==> config.mk <==
export PLATFORM = sky130hd
export DESIGN_NAME = shared_timer_sched
export DESIGN_NICKNAME = d
export VERILOG_FILES = /design/src/rtl/shared_timer_sched.sv
export SDC_FILE = /design/constraint.sdc
export NUM_CORES = 1
export LEC_CHECK = 0
export CAP_MARGIN = 40
export CORE_MARGIN = 3
export CORE_UTILIZATION = 30
export DETAILED_ROUTE_END_ITERATION = 6
export PLACE_DENSITY = 0.61
export SYNTH_ARGS = -nofsm -noshare
export SYNTH_HDL_FRONTEND = slang
export SYNTH_SLANG_ARGS = --single-unit
==> constraint.sdc <==
create_clock -name Clk -period 4.4 [get_ports Clk]
set_input_delay 0.66 -clock Clk [delete_from_list [all_inputs] [get_ports Clk]]
set_output_delay 0.66 -clock Clk [all_outputs]
set_load 0.005 [all_outputs]
==> src/rtl/shared_timer_sched.sv <==
// Round-robin scheduler sharing one up-counter among NUM_REQ requesters.
// Each winner runs the counter for (terminal + 1) cycles and gets a one-cycle Done pulse.
module shared_timer_sched #(
    parameter int unsigned NUM_REQ      = 4,
    parameter int unsigned COUNTER_SIZE = 16,
    parameter int unsigned PTR_W        = 2
) (
    input  logic                              Clk,
    input  logic                              Rst,
    input  logic [NUM_REQ-1:0]                Req,
    input  logic [NUM_REQ*COUNTER_SIZE-1:0]   ReqTerm,
    output logic [NUM_REQ-1:0]                Grant,
    output logic [NUM_REQ-1:0]                Done,
    output logic                              Busy,
    output logic [COUNTER_SIZE-1:0]           CountVal,
    output logic [PTR_W-1:0]                  Winner
);

    typedef enum logic [1:0] {
        IDLE = 2'd0,
        RUN  = 2'd1,
        DONE = 2'd2
    } state_t;

    state_t                  state_q, state_n;
    logic [PTR_W-1:0]        ptr_q, ptr_n;
    logic [PTR_W-1:0]        winner_n;
    logic [PTR_W-1:0]        pick;
    logic [PTR_W-1:0]        next_ptr;
    logic                    found;
    logic [COUNTER_SIZE-1:0] term_q, term_n;
    logic [COUNTER_SIZE-1:0] count_n;
    logic [NUM_REQ-1:0]      grant_n, done_n;
    logic                    busy_n;

    // First set request at or after the pointer, wrapping modulo NUM_REQ
    always_comb begin
        found = 1'b0;
        pick  = ptr_q;
        for (int unsigned i = 0; i < NUM_REQ; i++) begin
            if (!found && Req[(32'(ptr_q) + i) % NUM_REQ]) begin
                found = 1'b1;
                pick  = PTR_W'((32'(ptr_q) + i) % NUM_REQ);
            end
        end
    end

    assign next_ptr = (Winner == PTR_W'(NUM_REQ - 1)) ? '0 : Winner + PTR_W'(1);

    always_comb begin
        state_n  = state_q;
        ptr_n    = ptr_q;
        winner_n = Winner;
        term_n   = term_q;
        count_n  = CountVal;
        grant_n  = Grant;
        done_n   = '0;

        case (state_q)
            IDLE: begin
                if (found) begin
                    state_n  = RUN;
                    grant_n  = NUM_REQ'(1) << pick;
                    winner_n = pick;
                    term_n   = ReqTerm[pick*COUNTER_SIZE +: COUNTER_SIZE];
                    count_n  = '0;
                end
            end
            RUN: begin
                // Withdrawal wins over completion: no Done for an abandoned interval
                if ((Req & Grant) == '0) begin
                    state_n = IDLE;
                    grant_n = '0;
                    count_n = '0;
                    ptr_n   = next_ptr;
                end else if (CountVal == term_q) begin
                    state_n = DONE;
                    done_n  = Grant;
                end else begin
                    count_n = CountVal + COUNTER_SIZE'(1);
                end
            end
            DONE: begin
                state_n = IDLE;
                grant_n = '0;
                count_n = '0;
                ptr_n   = next_ptr;
            end
            default: begin
                state_n = IDLE;
                grant_n = '0;
                count_n = '0;
            end
        endcase

        busy_n = (state_n != IDLE);
    end

    always_ff @(posedge Clk or posedge Rst) begin
        if (Rst) begin
            state_q  <= IDLE;
            ptr_q    <= '0;
            term_q   <= '0;
            Grant    <= '0;
            Done     <= '0;
            Busy     <= 1'b0;
            CountVal <= '0;
            Winner   <= '0;
        end else begin
            state_q  <= state_n;
            ptr_q    <= ptr_n;
            term_q   <= term_n;
            Grant    <= grant_n;
            Done     <= done_n;
            Busy     <= busy_n;
            CountVal <= count_n;
            Winner   <= winner_n;
        end
    end

endmodule

==> flow_metrics.py <==
metrics = {
    "status": {
        "status": "finished clean",
    },
    "synthesis": {
        "synth.yosys.warnings": 0,
        "synth_top_area_share_pct": 42.6,
        "synthCells": 271,
        "synth.yosys.seq_area_share_pct": 42.6,
        "synth.top_cells.by_count": "dfrtp_1, nand2_1, mux2i_1, xnor2_1, o221ai_1",
        "synth.net_count": 343,
        "ys_top_cells_by_area": "dfrtp_1, mux2i_1, xnor2_1",
        "synth.ff_latch_count": 47,
        "netlist_cell_types": 47,
        "post-synth-top-count-cell": "dfrtp_1",
        "synth_area_leader_cell": "dfrtp_1",
        "synth_area_sq_mm": 0.00276,
        "synth_enable_flop_cells": 0,
        "synth.avg_cell_area_sq_um": 10.2,
        "async_flop_share_pct": 100,
        "postSynth.topFlopCell": "dfrtp_1",
    },
    "route": {
        "drt_drc_violations_left": 0,
        "drtIter0Drc": 95,
        "wirelength_um": 7340,
        "dr_total_vias": 2446,
        "dr.pass1.iters": 4,
        "routed_wl_per_cell_um": 15.4,
        "vias_per_cell": 5.15,
        "ant_nets": 0,
    },
    "final_layout": {
        "postLayoutCellArea_sq_mm": 0.00393,
        "synthToLayoutAreaGrowth_pct": 42.6,
        "finish.net_count": 438,
        "multi_input_comb_area_sq_mm": 0.00149,
        "fin_cells": 475,
        "fill_count": 840,
        "drive_gt1_share_pct": 7.08,
        "final-seq-area_sq_mm": 0.00118,
        "antenna-diode-count": 0,
    },
    "global_route": {
        "grt_start_max_net_pins": 38,
        "grt_overflow_total": 0,
        "number_of_antenna_violations_at_the_first_check_in_global_routing": 0,
        "grt_first_pass_wirelength_um": 12000,
        "grt_pass1_vias": 2401,
        "groute.usage.overall_pct": 14.5,
    },
    "die": {
        "design.die.area_sq_mm": 0.0104,
        "chipWidth_um": 102,
        "io_pins": 97,
        "die_y_um": 102,
        "initial_utilization_pct": 31.3,
        "core.rowCount": 34,
        "core_sq_mm": 0.00881,
    },
    "setup_path": {
        "worstPathMaxFanout": 22,
        "crit_type": "input pin to register",
        "required_ps": 4530,
        "crit_path_start_kind": "input pin",
        "worstSetupEndpointType": "register",
        "timing.critical_path.arrival_ps": 2930,
    },
    "job": {
        "drv_cap": 0,
    },
    "placement": {
        "post_dp_cell_area_sq_mm": 0.00383,
        "place.detailed.instances": 467,
        "port_buffers": 96,
        "dp_hpwl_um": 5840,
        "routabilityCongestion": 0.858,
    },
    "sta": {
        "clock_skew_ps": 11.2,
        "timing_hold_violations_final": 0,
        "report.final.slew_viol_count": 0,
        "setup_violations": 0,
        "period_share_pct": 63.6,
        "final.setup.tns_ps": 0,
        "timing.max_slew.rel_slack_pct": 53.2,
        "hold-worst-slack_ps": 514,
        "max_freq_mhz": 358,
        "worst-slew-pin-transition_ps": 701,
        "rsz_0062_raised_after_global_routing": "no",
        "period_minus_slack_ps": 2800,
    },
    "clock_network": {
        "clock_root_cell": "clkbuf_8",
        "cts.clk_slew.worst_paths_ps": 90,
        "cts-buffers-inserted": 5,
        "cts_tree": "done",
        "ctsLongestPathBuffers": 2,
        "clkLatencyLatePin_ps": 290,
        "cts_setup_buffers": 0,
        "h-tree-depth": 2,
        "post_cts.resized_instances": 0,
        "clock-sinks": 47,
        "cts_hold_buffers": 0,
    },
    "power_and_ir_drop": {
        "p_leak_nw": 1.67,
        "pwr_density_cell_mw_per_mm2": 453,
        "irDropWorstVdd_uv": 182,
    },
    "hold_path": {
        "timing.hold.worst.class": "register to register",
    },
}
-- power by group --
part	switching (mW)	internal, mW	total [mW]
registers	0.113	0.554	0.667
clock network	0.144	0.143	0.287
logic	0.418	0.411	0.829
total	0.674	1.11	1.78
-- through the flow --
stage	util, %	power, mW	setup slack (ps)
2_1_floorplan	-	1.25	2430
3_3_place_gp	43.3	1.50	1360
3_5_place_dp	43.5	1.51	1280
4_1_cts	44.7	1.80	1590
5_1_grt	44.7	1.91	1460
6_report	44.7	1.78	1600
-- critical path, stage by stage --
cell             delay [ps]
clkdlybuf4s50_1         540
or4_4                   610
nand2_1                  90
buf_4                   240
or2_1                   550
o221ai_1                230
-- cell usage in the layout (no fill, tap or decap), types with 3 or more instances in the layout --
master           count
clkdlybuf4s50_1     96
dfrtp_1             47
nand2_1             36
mux2i_1             33
xnor2_1             18
o221ai_1            16
o21ai_0             11
nor2_1              10
nand3_1              7
and3_1               7
clkbuf_8             7
nor2b_1              6
a21oi_1              6
nand4_1              5
inv_1                5
and2_1               3
o31ai_1              3
nor3_1               3
a22o_1               3
a21o_1               3
a31oi_1              3
buf_4                3
-- sequential cells by signal, summed over array words and instances (netlist names) --
register  cells
Winner        2
CountVal     16
state_q       2
Done          4
Grant         4
Busy          1
term_q       16
ptr_q         2
-- cell families after synthesis --
| group | Yosys count | synth area share (%) |
|---|---|---|
| AO/OA/AOI/OAI | 62 | 17.9 |
| XOR/XNOR | 18 | 5.71 |
| adder cells (fa/ha/maj) | 2 | 0.907 |
| buffers and inverters | 19 | 4.08 |
| flip-flops | 47 | 42.6 |
| multiplexers | 34 | 12.4 |
| AND/OR/NAND/NOR | 89 | 16.4 |
-- worst paths after layout --
path	from	to	slack, ps	depth (start not counted)
setup / recovery	Req[1]	term_q[7]$_DFFE_PP0P_	1600	6
setup reg to reg	state_q[0]$_DFF_PP0_	CountVal[4]$_DFFE_PP0P_	2370	5
min in group asynchronous	Rst	CountVal[7]$_DFFE_PP0P_	680	2
hold reg to reg	term_q[5]$_DFFE_PP0P_	term_q[5]$_DFFE_PP0P_	510	2
hold / removal	term_q[5]$_DFFE_PP0P_	term_q[5]$_DFFE_PP0P_	510	2
max in group asynchronous	Rst	term_q[14]$_DFFE_PP0P_	3220	3
-- metal layers --
metal | part of all wire [%] | vias up | track usage [%] | wire, um
li1 | - | 1186 | - | -
met1 | 46 | 1163 | 20.3 | 3410
met2 | 46 | 87 | 22.4 | 3360
met3 | 6.4 | 10 | 3.48 | 468
met4 | 1.4 | 0 | 4.54 | 104
met5 | 0 | - | 0 | 0
-- area by class of cell --
type / count / area share [%]
Inverter: 7 / 0.668
Tap cell: 108 / 3.44
Timing Repair Buffer: 100 / 25.5
Sequential cell: 47 / 29.9
Clock inverter: 1 / 0.191
Multi-Input combinational cell: 205 / 37.8
Clock buffer: 7 / 2.45
Power figures use the tool's default switching activity.
